**src/rtl/posit_extract_pipe.sv**
```systemverilog
// posit_extract_pipe: two-operand posit field extractor feeding exponent alignment.
// Two registered stages with valid/ready flow control; flags zero and NaR per operand.
// Ports:
//   Clk, nReset                 clock, async active-low reset
//   InValid/InReady             input handshake for the Posit1/Posit2 pair
//   Posit1, Posit2              raw N-bit operands
//   OutValid/OutReady           output handshake toward alignment
//   Sign*, InRemain*            sign and |posit| bits below the sign
//   RegimeValue*                signed regime k
//   Exponent*, Mantissa*        exponent field and {1, fraction, zero pad}
//   Zero*, NaR*                 special-value flags
module posit_extract_pipe #(
    parameter int N  = 8,
    parameter int ES = 3,
    parameter int RS = $clog2(N)
) (
    input  logic               Clk,
    input  logic               nReset,
    input  logic               InValid,
    output logic               InReady,
    input  logic [N-1:0]       Posit1,
    input  logic [N-1:0]       Posit2,
    output logic               OutValid,
    input  logic               OutReady,
    output logic               Sign1,
    output logic               Sign2,
    output logic [N-2:0]       InRemain1,
    output logic [N-2:0]       InRemain2,
    output logic signed [RS:0] RegimeValue1,
    output logic signed [RS:0] RegimeValue2,
    output logic [ES-1:0]      Exponent1,
    output logic [ES-1:0]      Exponent2,
    output logic [N-ES+2:0]    Mantissa1,
    output logic [N-ES+2:0]    Mantissa2,
    output logic               Zero1,
    output logic               Zero2,
    output logic               NaR1,
    output logic               NaR2
);

    localparam int MW = N - ES + 3;
    localparam int FW = N - 1 - ES;

    // Length of the run of bits equal to the leading bit.
    function automatic logic [RS:0] lead_run(input logic [N-2:0] v);
        logic stop;
        lead_run = '0;
        stop = 1'b0;
        for (int b = N - 2; b >= 0; b--) begin
            if (!stop && (v[b] == v[N-2]))
                lead_run = lead_run + 1'b1;
            else
                stop = 1'b1;
        end
    endfunction

    logic w_in_fire;
    logic w_s2_load;

    logic [1:0][N-1:0] w_p;
    logic [1:0][N-2:0] w_mag;
    logic [1:0][RS:0]  w_run;
    logic [1:0]        w_zero;
    logic [1:0]        w_nar;

    logic              r_s1v;
    logic [1:0]        r_s1_sign;
    logic [1:0]        r_s1_zero;
    logic [1:0]        r_s1_nar;
    logic [1:0][N-2:0] r_s1_mag;
    logic [1:0][RS:0]  r_s1_run;

    logic [1:0][RS:0]   w_shamt;
    logic [1:0][N-2:0]  w_rem;
    logic [1:0][RS:0]   w_k;
    logic [1:0][ES-1:0] w_exp;
    logic [1:0][MW-1:0] w_man;

    logic               r_s2v;
    logic [1:0]         r_s2_sign;
    logic [1:0]         r_s2_zero;
    logic [1:0]         r_s2_nar;
    logic [1:0][N-2:0]  r_s2_mag;
    logic [1:0][RS:0]   r_s2_k;
    logic [1:0][ES-1:0] r_s2_exp;
    logic [1:0][MW-1:0] r_s2_man;

    assign InReady   = !r_s1v || !r_s2v || OutReady;
    assign w_in_fire = InValid && InReady;
    assign w_s2_load = r_s1v && (!r_s2v || OutReady);

    // Stage 1 combinational: sign, magnitude, specials, run length.
    // Only the low N-1 bits of -P are kept, so negate in that width.
    always_comb begin
        w_p[0] = Posit1;
        w_p[1] = Posit2;
        for (int i = 0; i < 2; i++) begin
            w_mag[i]  = w_p[i][N-1] ? (~w_p[i][N-2:0] + 1'b1)
                                    : w_p[i][N-2:0];
            w_zero[i] = (w_p[i] == '0);
            w_nar[i]  = (w_p[i] == {1'b1, {(N-1){1'b0}}});
            w_run[i]  = lead_run(w_mag[i]);
        end
    end

    // Stage 2 combinational: shifting out run + terminator leaves
    // exponent then fraction at the top; short tails pad with zeros.
    always_comb begin
        for (int i = 0; i < 2; i++) begin
            w_shamt[i] = r_s1_run[i] + 1'b1;
            w_rem[i]   = r_s1_mag[i] << w_shamt[i];
            w_k[i]     = r_s1_mag[i][N-2] ? (r_s1_run[i] - 1'b1)
                                          : (-r_s1_run[i]);
            w_exp[i]   = w_rem[i][N-2 -: ES];
            w_man[i]   = {1'b1, w_rem[i][FW-1:0], 3'b000};
            if (r_s1_zero[i] || r_s1_nar[i]) begin
                w_k[i]   = '0;
                w_exp[i] = '0;
                w_man[i] = '0;
            end
        end
    end

    always_ff @(posedge Clk or negedge nReset) begin
        if (!nReset) begin
            r_s1v     <= 1'b0;
            r_s1_sign <= '0;
            r_s1_zero <= '0;
            r_s1_nar  <= '0;
            r_s1_mag  <= '0;
            r_s1_run  <= '0;
        end else begin
            if (w_in_fire)
                r_s1v <= 1'b1;
            else if (w_s2_load)
                r_s1v <= 1'b0;
            if (w_in_fire) begin
                r_s1_sign <= {w_p[1][N-1], w_p[0][N-1]};
                r_s1_zero <= w_zero;
                r_s1_nar  <= w_nar;
                r_s1_mag  <= w_mag;
                r_s1_run  <= w_run;
            end
        end
    end

    always_ff @(posedge Clk or negedge nReset) begin
        if (!nReset) begin
            r_s2v     <= 1'b0;
            r_s2_sign <= '0;
            r_s2_zero <= '0;
            r_s2_nar  <= '0;
            r_s2_mag  <= '0;
            r_s2_k    <= '0;
            r_s2_exp  <= '0;
            r_s2_man  <= '0;
        end else begin
            if (w_s2_load)
                r_s2v <= 1'b1;
            else if (OutReady)
                r_s2v <= 1'b0;
            if (w_s2_load) begin
                r_s2_sign <= r_s1_sign;
                r_s2_zero <= r_s1_zero;
                r_s2_nar  <= r_s1_nar;
                r_s2_mag  <= r_s1_mag;
                r_s2_k    <= w_k;
                r_s2_exp  <= w_exp;
                r_s2_man  <= w_man;
            end
        end
    end

    assign OutValid     = r_s2v;
    assign Sign1        = r_s2_sign[0];
    assign Sign2        = r_s2_sign[1];
    assign InRemain1    = r_s2_mag[0];
    assign InRemain2    = r_s2_mag[1];
    assign RegimeValue1 = r_s2_k[0];
    assign RegimeValue2 = r_s2_k[1];
    assign Exponent1    = r_s2_exp[0];
    assign Exponent2    = r_s2_exp[1];
    assign Mantissa1    = r_s2_man[0];
    assign Mantissa2    = r_s2_man[1];
    assign Zero1        = r_s2_zero[0];
    assign Zero2        = r_s2_zero[1];
    assign NaR1         = r_s2_nar[0];
    assign NaR2         = r_s2_nar[1];

endmodule
```
**config.mk**
```make
export PLATFORM = sky130hd
export DESIGN_NAME = posit_extract_pipe
export DESIGN_NICKNAME = d
export VERILOG_FILES = /design/src/rtl/posit_extract_pipe.sv
export SDC_FILE = /design/constraint.sdc
export NUM_CORES = 1
export LEC_CHECK = 0
export ABC_CLOCK_PERIOD_IN_PS = 2300
export BUFFER_PORTS_ARGS = -buffer_cell sky130_fd_sc_hd__buf_2
export CAP_MARGIN = 5
export CORE_ASPECT_RATIO = 0.8
export CORE_MARGIN = 1.5
export CORE_UTILIZATION = 35
export CTS_CLUSTER_SIZE = 14
export DETAILED_ROUTE_END_ITERATION = 16
export PLACE_DENSITY = 0.59
export SLEW_MARGIN = 20
export SYNTH_ARGS = -nofsm -noshare
export SYNTH_HDL_FRONTEND = slang
export SYNTH_SLANG_ARGS = --single-unit
```
**constraint.sdc**
```tcl
create_clock -name Clk -period 2.3 [get_ports Clk]
set_clock_uncertainty 0.05 [all_clocks]
set_input_delay 0.115 -clock Clk [delete_from_list [all_inputs] [get_ports Clk]]
set_output_delay 0.115 -clock Clk [all_outputs]
set_load 0.02 [all_outputs]
```
======== After elaboration in Yosys (flattened, before gate mapping) ========
Index checks and enable logic that the tools add are counted.
word-level totals
  memories kept ........................... 0
  RAM bits ................................ 0
  input bits .............................. 20
  latch bits .............................. 0
  output and inout bits ................... 52
  ROM bits ................................ 0
  register bits after elaboration ......... 80
cells by class
  bitwise gates (word level) .............. 2
  multipliers ............................. 0
  equality and inequality tests ........... 14
  reduce and logical (&&, ||, !) cells .... 31
  $add $sub $neg .......................... 18
  divide/modulo/power cells ............... 0
  magnitude comparators ................... 0
  shift operators ......................... 2
  muxes and demuxes ....................... 36
operator list
  cell                   number
  $mux W4                14
  $add A4 B1 Y4 const B  11
  $eq A8 B8 Y1 const B   2
  $logic_not A8 Y1       2
  $mux W8                2
  $add A7 B1 Y7 const B  2
  $mux W1                14
  $mux W7                2
  $not A7 Y7             2
  $shl A7 B4 Y7          2
  $eq A1 B1 Y1           12
  $logic_and A1 B1 Y1    12
  $logic_not A1 Y1       10
  $neg A4 Y4             2
  $sub A4 B1 Y4 const B  2
  $mux W3                2
  $logic_or A1 B1 Y1     5
  $mux W2                2
  $reduce_bool A2 Y1     2
  $add A2 B1 Y3 const B  1

======== Longest topological paths before layout ========
Gate-level depths: netlist (run 1).
  depth after elaboration ................. 18
  gate-level depth with buffers ........... 9
  depth with buffers taken out ............ 8

======== Least setup slack after synthesis (run 1) ========
No wires, ideal clock.
  path type ............................... flip-flop to flip-flop
  from .................................... register r_s1_run[0] (netlist name)
  to ...................................... register r_s2_exp, in the netlist Exponent1[2]
  buffers on the path ..................... 2
  stages on the path, launching flop included .. 10
  slack ................................... -0.263 ns
  arrival ................................. 2.384 ns
  data required time ...................... 2.122 ns
  cell sequence ........................... dfrtp_1 clkbuf_1 inv_1 ha_1 clkbuf_1 mux2_2 a22o_1 and2_1 a31oi_1 o21ai_0
on the way
  cells in the longest elaborated chain, start to end .. 3
RTL lines
  element                   line  source
  start: declaration        71    logic [1:0][RS:0] r_s1_run;
  start signal: assignment  142   r_s1_run <= w_run;
  $add A4 B1 Y4             110   w_shamt[i] = r_s1_run[i] + 1'b1;
  $shl A7 B4 Y7             111   w_rem[i] = r_s1_mag[i] << w_shamt[i];
  $mux W3                   116   if (r_s1_zero[i] || r_s1_nar[i]) begin
  end signal: assignment    168   r_s2_exp <= w_exp;
  end: declaration          85    logic [1:0][ES-1:0] r_s2_exp;
Every way passes these cells.
A chain may end at the register's enable or synchronous reset.

======== Worst setup path in the final report (run 1) ========
  from .................................... register r_s1_run[1] (netlist name)
  to ...................................... register r_s2_exp, in the netlist Exponent1[2]
The elaborated chain is that of the path after synthesis.

==> metrics.md, run 1 <==
| Metric | Value |
|---|---|
| Status | complete, no violations |
| Synth Flop Type | dfrtp_1 |
| Area Overhead vs Synth | 20.5% |
| IR drop worst, VDD | 400 uV |
| Max-cap violations | 0 |
| GRT met3 Usage | 4.05% |
| Pwr Total | 4.65 mW |
| R2R depth | 7 |
| Biggest cell delay along the critical path | 0.39 ns |
| Max Clock Freq | between 500 and 600 MHz |
| Reg2reg end | Exponent1[2] |
| Reg2Reg Setup Slack | 0.38 ns |
| Rel. slew slack | 38.2% |
| WS Path Type | flip-flop to flip-flop |
| Req. time, crit path | 2.46 ns |
| Final GP Congestion | 0.780 |
| Worst-Margin Slew | 0.926 ns |
| Row count | 33 |
| GRT overflow | 0 |
| CP Launch Type | flip-flop |
| Worst-path maximum fanout | 4 |
| Leakage | between 2 and 2.5 nW |
| Commonest non-fill, non-tap cell in the layout | dfrtp_1 |
| Final worst slack | 0.377 ns |
| Post-CTS Resized | 0 |
| Async SR Flop Fraction | 100% |
| Area leader, netlist | dfrtp_1 |
| Met2 Usage GRT | 19.4% |
| Area of the core | 10400 um2 |
| H-tree level count | 3 |
| Die area | 11500 um2 |
| Netlist cell types | 49 |
| Top cell type's share of synthesized area | 48.5% |
| Critical Path Sink | Exponent1[2] |
| Hold Fails Final Rpt | 0 |
| Remaining DRCs | 0 |
| Min Tclk post-route | 1.92 ns |
| Pre-CTS setup slack | 0.193 ns |
| YS warnings | 0 |
| CTS tree | done |
| Reg-to-Reg Start | r_s1_run[1] |
| Utilization after layout | 44.0% |
| Clk buf depth | 2 |
| IO Count | 72 |
| Crit path capture type | flip-flop |
| Initial antenna violation count | 0 |
| Clk slew on worst S/H paths | approximately 0.060 ns |
| Die height | 96.4 um |
| Starting density of the core | 36.6% |
| CTS buffer count | 9 |
| Busiest grt layer | met1 |
| Vias in the first global route | between 2k and 3k |
| Port bufs | 65 |
| Detailed Routing Iterations Pass 1 | 4 |
| Sum Neg Setup Slack | 0 ns |
| Synth Cell Area | about 3800 um2 |
| M1 GR Usage | 22.0% |
| Detailed-route vias per instance | between 4 and 5 |
| DRT Wirelength | 8150 um |
| Power density cells | 1010 nW/um2 |
| RSZ-0062 raised after global routing | false |
| CP max-delay cell | dfrtp_1 |
| GR Util All Layers | 14.6% |
| Seq/Total Area, Yosys | 48.5% |
| Most frequent cells in the layout | dfrtp_1, buf_2, nand2_1 |
| Max-slew violation count | 0 |
| Setup Viol. Count Final | 0 |
| Die W | 120 um |
| N_diodes | 0 |
| Share of layout cells above drive strength 1 | 29.1% |
| Synth area leaders | dfrtp_1, mux2_2, nand2_1 |
| CP Cell Sequence | inv_1, ha_1, mux2_2, a22o_1, and2_1, a31oi_1, o21ai_0 |
| DR WL/cell | 14.0 um |
| Worst min-delay path category | input port to flip-flop |
| Fin Hold WS | approximately 0.025 ns |
| Cells after Synth | 367 |
| Number of vias in the routed layout | 2831 |
| Final period util | 83.6% |
| Initial DRC Count | between 100 and 150 |
| Clock sink total | 74 |
| Crit path from | r_s1_run[1] |
| Nets | 464 |
| Post-synth EDFFs | 0 |
| WP depth | 7 |
| CP bufs+invs | 1 |
| HPWL after DPL | 5990 um |
| Root Buffer | clkbuf_16 |
| Final ANT Viol Nets | 0 |
| CP top delay family | compound AO/OA/AOI/OAI gates |
| First-pass GRT wire length | 13100 um |
| Mean post-synth cell area | 10.4 um2 |
| #FFs+latches synth | between 70 and 80 |
| CP arrival | roughly 2.1 ns |
| Largest net degree at the start of global routing | 75 |
| Worst Hold Depth | 3 |
| Clock latency on the worst-skew pair | 0.33 ns |
where the power goes:
group | internal, mW | switching, mW
Combinational | 0.633 | 0.906
Clock | 0.769 | 0.565
Sequential | 1.59 | 0.191
how the worst min path moves through the flow:
stage | slack (ns) | from | to
5_1_grt | 0.03 | Posit1[7] | r_s1_zero[0]
2_1_floorplan | -0.23 | nReset | Exponent1[0]
3_3_place_gp | 0.25 | nReset | Exponent1[1]
4_1_cts | 0.01 | Posit1[7] | r_s1_zero[0]
6_report | 0.02 | OutReady | OutValid
3_5_place_dp | 0.27 | nReset | Exponent1[1]
routing by layer:
metal	up-vias	wire length, um	share of wire, %
met5	-	0	0
met4	0	77	0.94
li1	1423	-	-
met3	4	422	5.2
met1	1331	4440	54
met2	73	3210	39
logic make-up (layout without fill, tap and decap cells):
kind of cell	count (synthesis)	after routing	share of synthesized area (%)
muxes	34	34	9.70
DFF	74	74	48.5
buffers and inverters	34	105	4.52
adders and majority gates	6	6	1.97
and+or+nand+nor	110	110	14.1
xor gates and xnor gates	27	27	6.39
AOI/OAI and AO/OA	81	81	14.8
other	1	6	0.0982
through the flow:
stage	instances	cell area, um2
2_1_floorplan	372	3840
3_3_place_gp	565	4290
3_5_place_dp	565	4290
4_1_cts	583	4600
5_1_grt	583	4600
6_report	583	4600
registers in the layout, summed over array words and instances, names as in the netlist:
signal and flops:
r_s2_nar 2, Mantissa1 5, InRemain2 7, r_s1_run 8
Mantissa2 5, r_s1_zero 2, RegimeValue2 4, r_s1_nar 2
r_s2_sign 2, Exponent1 3, r_s1_sign 2, Exponent2 3
InRemain1 7, r_s1_mag 14, r_s2_zero 2, r_s1v 1
OutValid 1, RegimeValue1 4
synthesized netlist by cell type (2+ instances only):
| master | instances |
|---|---|
| nor2b_1 | 3 |
| nor2_1 | 12 |
| o22ai_1 | 2 |
| o21ai_0 | 28 |
| o31ai_1 | 7 |
| nand2b_1 | 9 |
| buf_4 | 6 |
| or2_2 | 3 |
| xor2_1 | 16 |
| ha_1 | 6 |
| a31oi_1 | 6 |
| clkbuf_1 | 14 |
| nand2_1 | 53 |
| mux2i_1 | 10 |
| or3_1 | 3 |
| buf_6 | 3 |
| and2_1 | 5 |
| a21o_1 | 2 |
| a22o_1 | 14 |
| mux2_2 | 24 |
| o41ai_1 | 3 |
| nor4_1 | 2 |
| a21oi_1 | 7 |
| xnor2_1 | 10 |
| nand3b_1 | 3 |
| o221ai_1 | 2 |
| inv_1 | 11 |
| nor3_1 | 8 |
| dfrtp_1 | 74 |
| nand3_1 | 2 |
worst register-to-register path: stages, from the launching register on:
cell	delay, ns
dfrtp_1	0.39
inv_1	0.08
ha_1	0.30
mux2_2	0.35
a22o_1	0.25
and2_1	0.16
a31oi_1	0.14
o21ai_0	0.09
repair_timing:
action | in CTS | in global routing
endpoints found under the hold margin | 75 | 0
hold buffers | 2 | 0
buffers inserted | 0 | 0
endpoints found under the setup margin | 0 | 0
cell type report:
cell class,instances,area [um2]
clock buffers,10,239
flip-flops and latches,74,1850
multi-input cells,264,1810
well taps,140,175
inverters,11,41.3
clock inverters,6,50.0
repair buffers,78,430
fillers,1032,5850
Note: power is estimated with default switching activity, not from simulation.
==> run 2: changes to the inputs <==
Settings changed: ABC_AREA from default to 1, ABC_CLOCK_PERIOD_IN_PS 2300 to 1900, PLACE_DENSITY 0.59 to 0.56.
Clock period 2.3 ns to 1.9 ns, I/O delays scaled along.
==> metrics.md, run 2 <==
| Metric | Value |
|---|---|
| Min Tclk post-route | 1.73 ns (-0.196 ns) |
| Top cell type's share of synthesized area | 46.7% (-1.8 points) |
| HPWL after DPL | 6960 um (+16%) |
| Dpl cells | 708 (+25%) |
| Seq/Total Area, Yosys | 46.7% (-1.8 points) |
| Nets | 607 (+31%) |
| DR WL/cell | 12.5 um (-11%) |
| IR drop worst, VDD | 467 uV (+17%) |
| Async SR Flop Fraction | 100% (unchanged) |
| Synth area leaders | dfrtp_1, nand2_1, o21ai_0 |
| Share of layout cells above drive strength 1 | 20.8% (-8.3 points) |
| N_diodes | 0 (unchanged) |
| Detailed Routing Iterations Pass 1 | 5 (+1) |
| Pre-CTS setup slack | 0.122 ns (-0.0705 ns) |
| CP arrival | 1.89 ns (-0.20 ns) |
| #FFs+latches synth | 74 (unchanged) |
| RSZ-0062 raised after global routing | false |
| Port bufs | 65 (unchanged) |
| Worst-Margin Slew | 0.539 ns (-0.388 ns) |
| CTS tree | done |
| Max-cap violations | 0 (unchanged) |
| Req. time, crit path | 2.07 ns (-0.39 ns) |
| Final GP Congestion | 0.906 (+16%) |
| Non-Filler Instances | 730 (+25%) |
| Biggest cell delay along the critical path | 0.44 ns (+0.05 ns) |
| Netlist cell types | 34 (-31%) |
| Status | complete, no violations |
| CP Cell Sequence | inv_1, ha_2, nor2_1, a31oi_1, o22ai_1, a22o_1 |
| IO Count | 72 (unchanged) |
| Synth Cell Area | 3970 um2 (+3.9%) |
| Setup Viol. Count Final | 0 (unchanged) |
| Die W | 122 um (+1.9%) |
| First-pass GRT wire length | 15500 um (+18%) |
| Synth Flop Type | dfrtp_1 |
| Final period util | 90.9% (+7.3 points) |
| Root Buffer | clkbuf_16 |
| H-tree level count | 3 (unchanged) |
| Leakage | 2.51 nW (+14%) |
| Regs by FF count | r_s1_mag x14, r_s1_run x8 |
| Count leader, synth | nand2_1 |
| Worst-path maximum fanout | 9 (+5) |
| CP Launch Type | flip-flop |
| DRT Wirelength | 9120 um (+12%) |
| WS Path Type | flip-flop to flip-flop |
| CTS buffer count | 9 (unchanged) |
| GR Util All Layers | 16.2% (+1.6 points) |
| Die area | 12000 um2 (+3.8%) |
| Most frequent cells in the layout | nand2_1, dfrtp_1, o21ai_0 |
| Clock sink total | 74 (unchanged) |
| Clk slew on worst S/H paths | 0.06 ns (about the same) |
| Initial antenna violation count | 0 (unchanged) |
| Cells after Synth | 507 (+38%) |
| CP max-delay cell | dfrtp_1 |
| YS warnings | 0 (unchanged) |
| Clock latency on the worst-skew pair | 0.32 ns (about the same) |
| Detailed-route vias per instance | 4.70 (-3.1%) |
| Crit path capture type | flip-flop |
| Sum Neg Setup Slack | 0 ns (unchanged) |
| Final worst slack | 0.173 ns (-0.204 ns) |
| Area leader, netlist | dfrtp_1 |
| Largest Register | r_s1_mag |
| Largest net degree at the start of global routing | 59 (-21%) |
| Remaining DRCs | 0 (unchanged) |
| Max reg flops | 14 (unchanged) |
| Vias in the first global route | 3063 (+21%) |
| Rel. slew slack | 64.1% (+26 points) |
| Clk buf depth | 2 (unchanged) |
| Area of the core | 11000 um2 (+5.1%) |
| Commonest non-fill, non-tap cell in the layout | nand2_1 |
| Number of vias in the routed layout | 3434 (+21%) |
| Area Overhead vs Synth | 22.0% |
| Starting density of the core | 36.2% (-0.39 points) |
| Most frequent cells after synthesis | nand2_1, dfrtp_1, o21ai_0, inv_1, nor2_1 |
| Row count | 34 (+3.0%) |
| Die height | 98.2 um (+1.9%) |
| Final ANT Viol Nets | 0 (unchanged) |
| Post-synth EDFFs | 0 (unchanged) |
| GRT overflow | 0 (unchanged) |
| Max Clock Freq | 579 MHz (+11%) |
| Power density cells | 1160 nW/um2 (+15%) |
| Hold Fails Final Rpt | 0 (unchanged) |
| Worst min-delay path category | input port to flip-flop |
| Initial DRC Count | 234 (+98%) |
| Max-slew violation count | 0 (unchanged) |
| Fill count | 1108 (+7.4%) |
| Mean post-synth cell area | 7.83 um2 (-25%) |
==> run 2: changes by cell type in the layout (fill, tap and decap cells not counted), moves of 12 or more <==
cell / delta
mux2_2: -24
o21ai_0: +37
a22o_1: -12
nand3_1: +16
nand2_1: +98
inv_1: +48
==> run 2: kinds of logic (layout without fill, tap and decap cells) <==
family                   count (synthesis)  count (layout)  share of synthesized area (%)
AND/OR/NAND/NOR                        222             222                           24.2
AO/OA/AOI/OAI                           99              99                           14.2
buffers and inverters                   87             161                           8.98
flip-flops                              74              74                           46.7
XOR/XNOR                                18              18                           3.97
adder cells (fa/ha/maj)                  6               6                           1.89
other                                    1               6                         0.0945
==> run 2: worst paths after layout <==
path	start	to	slack, ns	cells past startpoint
max	r_s1_run[4]	Exponent2[2]	0.17	6
min	OutReady	OutValid	0.02	4
max reg2reg	r_s1_run[4]	Exponent2[2]	0.17	6
min reg2reg	Mantissa1[7]	Mantissa1[7]	0.43	2
max in group asynchronous	nReset	RegimeValue1[0]	1.02	3
min in group asynchronous	nReset	r_s1_zero[0]	0.19	2
==> run 2: cell type report <==
type                       count  area [um2]  share of cell area [%]
multi-input combinational    351        1800                    37.3
timing repair buffer          82         485                    10.0
clock buffer                  12         256                    5.30
tap                          144         180                    3.72
inverter                      63         239                    4.93
clock inverter                 4        26.3                   0.542
sequential                    74        1850                    38.2
==> run 2: timing repair <==
action,in CTS,in global routing
hold buffers,3,0
endpoints found under the hold margin,18,0
buffers inserted,0,3
endpoints found under the setup margin,0,4
resized for setup,0,13
==> run 2: power by group <==
part | internal [mW] | switching (mW) | total [mW]
clock | 0.952 | 0.621 | 1.57
combinational | 0.685 | 1.21 | 1.89
sequential | 1.92 | 0.222 | 2.14
total | 3.56 | 2.05 | 5.61
==> run 2: critical path: cells and delay by family, from the launching register on <==
| kind | cells | cell delay [ns] |
|---|---|---|
| AOI/OAI and AO/OA | 3 | 0.53 |
| DFF | 1 | 0.44 |
| adders and majority gates | 1 | 0.42 |
| buffers and inverters | 1 | 0.11 |
| and+or+nand+nor | 1 | 0.07 |
==> run 2: metal layers <==
metal / GRT usage, % / vias up / wire (um)
met5: 0 / - / 0
met4: 5.90 / 0 / 127
met3: 2.34 / 9 / 474
met2: 20.1 / 95 / 3400
met1: 27.3 / 1567 / 5120
li1: - / 1763 / -
==> run 2: through the flow <==
stage	util [%]	area (um2)	total power, mW	hold WS [ns]
detailed placement	40.7	4470	4.05	0.0142
global placement	40.7	4470	4.02	0.0111
floorplan	-	3990	3.42	-0.251
CTS	43.6	4780	5.65	0.00825
global route	44.1	4840	6.01	0.0214
finish	44.1	4840	5.61	0.0201
